[src/rtl/operand_fetch_unit_pkg.sv]
// rtl/operand_fetch_unit_pkg.sv - shared register indices, select encodings and fetch states
package operand_fetch_unit_pkg;

    // Architectural register indices shared with the write-register select logic
    localparam int SP_ADDR  = 29;
    localparam int RA_ADDR  = 31;
    localparam int ZERO_REG = 0;

    // Port-A source select encodings
    localparam logic [1:0] SEL_A_RS = 2'd0;
    localparam logic [1:0] SEL_A_RT = 2'd1;
    localparam logic [1:0] SEL_A_SP = 2'd2;
    localparam logic [1:0] SEL_A_RA = 2'd3;

    // Port-B source select encodings
    localparam logic [1:0] SEL_B_RT = 2'd0;
    localparam logic [1:0] SEL_B_RS = 2'd1;
    localparam logic [1:0] SEL_B_SP = 2'd2;
    localparam logic [1:0] SEL_B_RA = 2'd3;

    typedef enum logic [1:0] {
        IDLE  = 2'd0,
        FETCH = 2'd1,
        DONE  = 2'd2
    } fetch_state_t;

endpackage

[src/rtl/fetch_bypass_port.sv]
// rtl/fetch_bypass_port.sv - per-port capture value with zero-register and write bypass
module fetch_bypass_port
    import operand_fetch_unit_pkg::*;
#(
    parameter int DATA_W = 32,
    parameter int ADDR_W = 5
) (
    input  logic [ADDR_W-1:0] addr,
    input  logic [DATA_W-1:0] bank_data,
    input  logic              wr_en,
    input  logic [ADDR_W-1:0] write_reg,
    input  logic [DATA_W-1:0] write_data,
    output logic [DATA_W-1:0] capture_data
);

    logic is_zero;
    logic hit;

    assign is_zero = (addr == ADDR_W'(ZERO_REG));
    // A write landing on the register being read this cycle wins over the stale bank value
    assign hit     = wr_en && (write_reg == addr);

    // Register zero reads as zero even if something tries to write it
    always_comb begin
        capture_data = bank_data;
        if (is_zero) begin
            capture_data = '0;
        end else if (hit) begin
            capture_data = write_data;
        end
    end

endmodule

[src/rtl/operand_fetch_unit.sv]
// rtl/operand_fetch_unit.sv - read-address select and one-shot A/B operand snapshot
module operand_fetch_unit #(
    parameter int DATA_W  = 32,
    parameter int ADDR_W  = 5,
    parameter int SP_ADDR = operand_fetch_unit_pkg::SP_ADDR,
    parameter int RA_ADDR = operand_fetch_unit_pkg::RA_ADDR
) (
    input  logic              clk,
    input  logic              reset,
    input  logic              start,
    input  logic [1:0]        sel_a,
    input  logic [1:0]        sel_b,
    input  logic [ADDR_W-1:0] rs,
    input  logic [ADDR_W-1:0] rt,
    output logic [ADDR_W-1:0] read_reg1,
    output logic [ADDR_W-1:0] read_reg2,
    input  logic [DATA_W-1:0] read_data1,
    input  logic [DATA_W-1:0] read_data2,
    input  logic              wr_en,
    input  logic [ADDR_W-1:0] write_reg,
    input  logic [DATA_W-1:0] write_data,
    output logic [DATA_W-1:0] a_out,
    output logic [DATA_W-1:0] b_out,
    output logic              busy,
    output logic              valid
);

    import operand_fetch_unit_pkg::*;

    fetch_state_t      state;
    fetch_state_t      state_next;
    logic              latch_addr;
    logic              capture;
    logic [ADDR_W-1:0] addr_a;
    logic [ADDR_W-1:0] addr_b;
    logic [DATA_W-1:0] cap_a;
    logic [DATA_W-1:0] cap_b;

    // State register
    always_ff @(posedge clk or posedge reset) begin
        if (reset) begin
            state <= IDLE;
        end else begin
            state <= state_next;
        end
    end

    // Next state; a start is only honoured when no fetch is in flight
    always_comb begin
        state_next = state;
        latch_addr = 1'b0;
        capture    = 1'b0;
        case (state)
            IDLE: begin
                if (start) begin
                    latch_addr = 1'b1;
                    state_next = FETCH;
                end
            end
            FETCH: begin
                capture    = 1'b1;
                state_next = DONE;
            end
            DONE: begin
                if (start) begin
                    latch_addr = 1'b1;
                    state_next = FETCH;
                end else begin
                    state_next = IDLE;
                end
            end
            default: state_next = IDLE;
        endcase
    end

    // Decode the read addresses from the current instruction fields
    always_comb begin
        addr_a = rs;
        addr_b = rt;
        case (sel_a)
            SEL_A_RS: addr_a = rs;
            SEL_A_RT: addr_a = rt;
            SEL_A_SP: addr_a = ADDR_W'(SP_ADDR);
            SEL_A_RA: addr_a = ADDR_W'(RA_ADDR);
            default:  addr_a = rs;
        endcase
        case (sel_b)
            SEL_B_RT: addr_b = rt;
            SEL_B_RS: addr_b = rs;
            SEL_B_SP: addr_b = ADDR_W'(SP_ADDR);
            SEL_B_RA: addr_b = ADDR_W'(RA_ADDR);
            default:  addr_b = rt;
        endcase
    end

    // Read addresses change only when a start is accepted, so they stay stable through FETCH
    always_ff @(posedge clk or posedge reset) begin
        if (reset) begin
            read_reg1 <= '0;
            read_reg2 <= '0;
        end else if (latch_addr) begin
            read_reg1 <= addr_a;
            read_reg2 <= addr_b;
        end
    end

    fetch_bypass_port #(
        .DATA_W (DATA_W),
        .ADDR_W (ADDR_W)
    ) u_port_a (
        .addr         (read_reg1),
        .bank_data    (read_data1),
        .wr_en        (wr_en),
        .write_reg    (write_reg),
        .write_data   (write_data),
        .capture_data (cap_a)
    );

    fetch_bypass_port #(
        .DATA_W (DATA_W),
        .ADDR_W (ADDR_W)
    ) u_port_b (
        .addr         (read_reg2),
        .bank_data    (read_data2),
        .wr_en        (wr_en),
        .write_reg    (write_reg),
        .write_data   (write_data),
        .capture_data (cap_b)
    );

    // Snapshot the operands at the closing edge of FETCH; later bank writes cannot touch them
    always_ff @(posedge clk or posedge reset) begin
        if (reset) begin
            a_out <= '0;
            b_out <= '0;
        end else if (capture) begin
            a_out <= cap_a;
            b_out <= cap_b;
        end
    end

    assign busy  = (state == FETCH);
    assign valid = (state == DONE);

endmodule
[config.mk]
export PLATFORM = sky130hd
export DESIGN_NAME = operand_fetch_unit
export DESIGN_NICKNAME = d
export VERILOG_FILES = /design/src/rtl/operand_fetch_unit_pkg.sv /design/src/rtl/fetch_bypass_port.sv /design/src/rtl/operand_fetch_unit.sv
export SDC_FILE = /design/constraint.sdc
export NUM_CORES = 1
export LEC_CHECK = 0
export ABC_AREA = 0
export CAP_MARGIN = 20
export CORE_MARGIN = 5
export CORE_UTILIZATION = 38
export DETAILED_ROUTE_END_ITERATION = 10
export PLACE_DENSITY_LB_ADDON = 0.25
export SETUP_SLACK_MARGIN = 0.1
export SYNTH_ARGS = -nofsm -noshare
export SYNTH_HDL_FRONTEND = slang
export SYNTH_SLANG_ARGS = --single-unit
export TNS_END_PERCENT = 5
[constraint.sdc]
create_clock -name clk -period 2.4 [get_ports clk]
set_input_delay 0.36 -clock clk [delete_from_list [all_inputs] [get_ports clk]]
set_output_delay 0.36 -clock clk [all_outputs]
set_load 0.02 [all_outputs]
==> results.toml <==
[worst_setup_path]
startpoint_type = "flop"
critPathMaxFanout = 5
cp.arrival_ns = 1.63
end_kind = "output port"
slowest_delay_ns = 0.60
path_buf_inv = 2
crit_family = "buffers and inverters"
crit_slowest_cell = "clkdlybuf4s50_1"
required_ns = 2.04
path_cells = "nand2b_2 -> inv_1 -> clkdlybuf4s50_1"
critPathKind = "flop to output port"

[synthesis]
synth.distinct_cells = 27
async_flop_share_pct = 100
postSynthNetCount = 566
yosysWarnings = 0
synthCells = 447
ys_seq_area_share_pct = 44.6
synth_top_flop_cell = "dfrtp_1"
syn_avg_cell_area_um2 = 9.54
syn-cell-area_um2 = 4260
ys_seq_elements = 76
synth-edff-count = 0

[layout]
final_cell_area_um2 = 6710
multi_input_area_um2 = 2110
nFillCells = 921
layout_commonest_cell = "clkdlybuf4s50_1"
fin_util_pct = 61.4
final_cell_mix = "clkdlybuf4s50_1 (194), nand2_1 (136), dfrtp_1 (76)"
layout-drive-gt1-share_pct = 16.2
fin_nets = 745
seqCellArea_um2 = 1900
diodes = 0
syn_to_final_growth_pct = 57.3

[route]
wirelength_um = 14500
postRouteAntennaNets = 0
drc = 0
firstDrtPassIters = 5
vias = 4228
initialDrtViolationCount = 279
wl_per_cell_um = 18.9
via_per_inst = 5.48

[die]
ios = 195
die_y_um = 116
dieArea_um2 = 13400
rows = 38
core-area_um2 = 10900
die_w_um = 116
initial_utilization_pct = 39.0

[global_route]
grt_pass1_vias = 4532
overflow = 0
grt_max_degree = 65
grt_usage_pct = 21.4
antenna_found_initial = 0
grt_pass1_wl_um = 22900

[clock_network]
root_buffer = "clkbuf_16"
cts_inserted_buffers = 9
cts_resized = 0
ctsHoldBuffers = 0
insertion_delay_ns = 0.33
cts_tree = "built"
clk_pin_slew_worst_paths_ns = 0.06
cts_sinks = 76
cts_max_level = 3
clk_path_buf_depth = 2
post_cts_buffers = 0

[sta]
setup_tns_ns = 0
setup_viol = 0
slew_headroom_pct = 57.4
fin_crit_sh_pct = 83.0
rsz0062_at_grt = "no"
finalHoldViolCount = 0
fin_crit_ns = 1.99
tightest_slew_ns = 0.639
fmax_mhz = 502
drv_slew = 0
fin_worst_skew_ns = 0.00927

[power_and_ir_drop]
peakVddDrop_mv = 0.433
power_w = 0.00504
p_leak_nw = 2.81
power_per_cell_area_nw_per_um2 = 751

[placed_design]
place.gp.congestion = 0.806
placed_area_um2 = 6340
dpl.hpwl_um = 10800
port_buffers = 194

[hold_path]
hold_class = "primary input to async pin"

[run_status]
status = "finished clean"

[job]
maxCapViolations = 0
## worst reg2reg max path, delay by kind of cell (launching register included)
kind / cells / cell delay, ns
compound gates: 2 / 0.21
buf+inv: 1 / 0.34
flops: 1 / 0.42
simple gates: 2 / 0.82
## layer usage
layer	up-vias	global-route usage (%)	routed length, um
met2	209	36.3	7110
met3	17	4.54	1240
met1	2037	27.6	5980
li1	1965	-	-
met4	0	6.11	204
met5	-	0	0
## power breakdown
part	switching [W]	total (W)	internal [W]
combinational	0.000886	0.00170	0.000811
clock	0.000514	0.00166	0.00115
sequential	0.000157	0.00167	0.00152
total	0.00156	0.00504	0.00348
## sequential cells by signal (all words and copies together), names as in the netlist
register / cells
a_out: 32
b_out: 32
read_reg1: 5
read_reg2: 5
state: 2
## cell families after synthesis
family | Yosys count | synth area share [%]
simple gates | 220 | 24.9
compound gates | 88 | 22.0
flops | 76 | 44.6
buf+inv | 53 | 6.43
xor+xnor | 10 | 2.05
## synth_stat cells, types with 3 or more instances
master	number	area (um2)
xor2_1	8	70.1
buf_6	4	45.0
nand2_1	136	510
and2_1	4	25.0
o21ai_0	9	45.0
o211ai_2	60	751
inv_1	7	26.3
a21oi_1	3	15.0
buf_8	3	45.0
nor2b_1	9	56.3
nand4_1	64	400
o211ai_1	4	30.0
clkbuf_1	31	116
dfrtp_1	76	1900
a211oi_1	6	45.0
buf_2	6	30.0
## layout make-up
cell class / instances / area share (%)
clock buffer: 12 / 3.67
clock inverter: 4 / 1.79
inverter: 7 / 0.410
multi-input combinational: 318 / 31.4
sequential: 76 / 28.3
tap: 140 / 2.61
timing repair buffer: 214 / 31.7
## through the flow
stage	setup WS, ns	instances	hold slack (ns)
floorplan	0.102	447	0.516
global placement	0.365	755	0.470
detailed placement	0.295	755	0.470
CTS	0.391	771	0.325
global route	0.354	771	0.352
finish	0.409	771	0.321
## final timing paths
kind / startpoint / to / slack [ns] / cells past startpoint
worst max-delay path: state[1]$_DFFE_PP0P_ / busy / 0.41 / 3
worst min-delay path: reset / b_out[21]$_DFFE_PP0P_ / 0.32 / 2
worst max register to register: read_reg1[1]$_DFFE_PP0P_ / a_out[25]$_DFFE_PP0P_ / 0.50 / 5
worst min register to register: a_out[11]$_DFFE_PP0P_ / a_out[11]$_DFFE_PP0P_ / 0.49 / 2
max in group asynchronous: reset / b_out[7]$_DFFE_PP0P_ / 1.43 / 3
min in group clk: a_out[11]$_DFFE_PP0P_ / a_out[11]$_DFFE_PP0P_ / 0.49 / 2
Note: power is estimated with default switching activity, not from simulation.
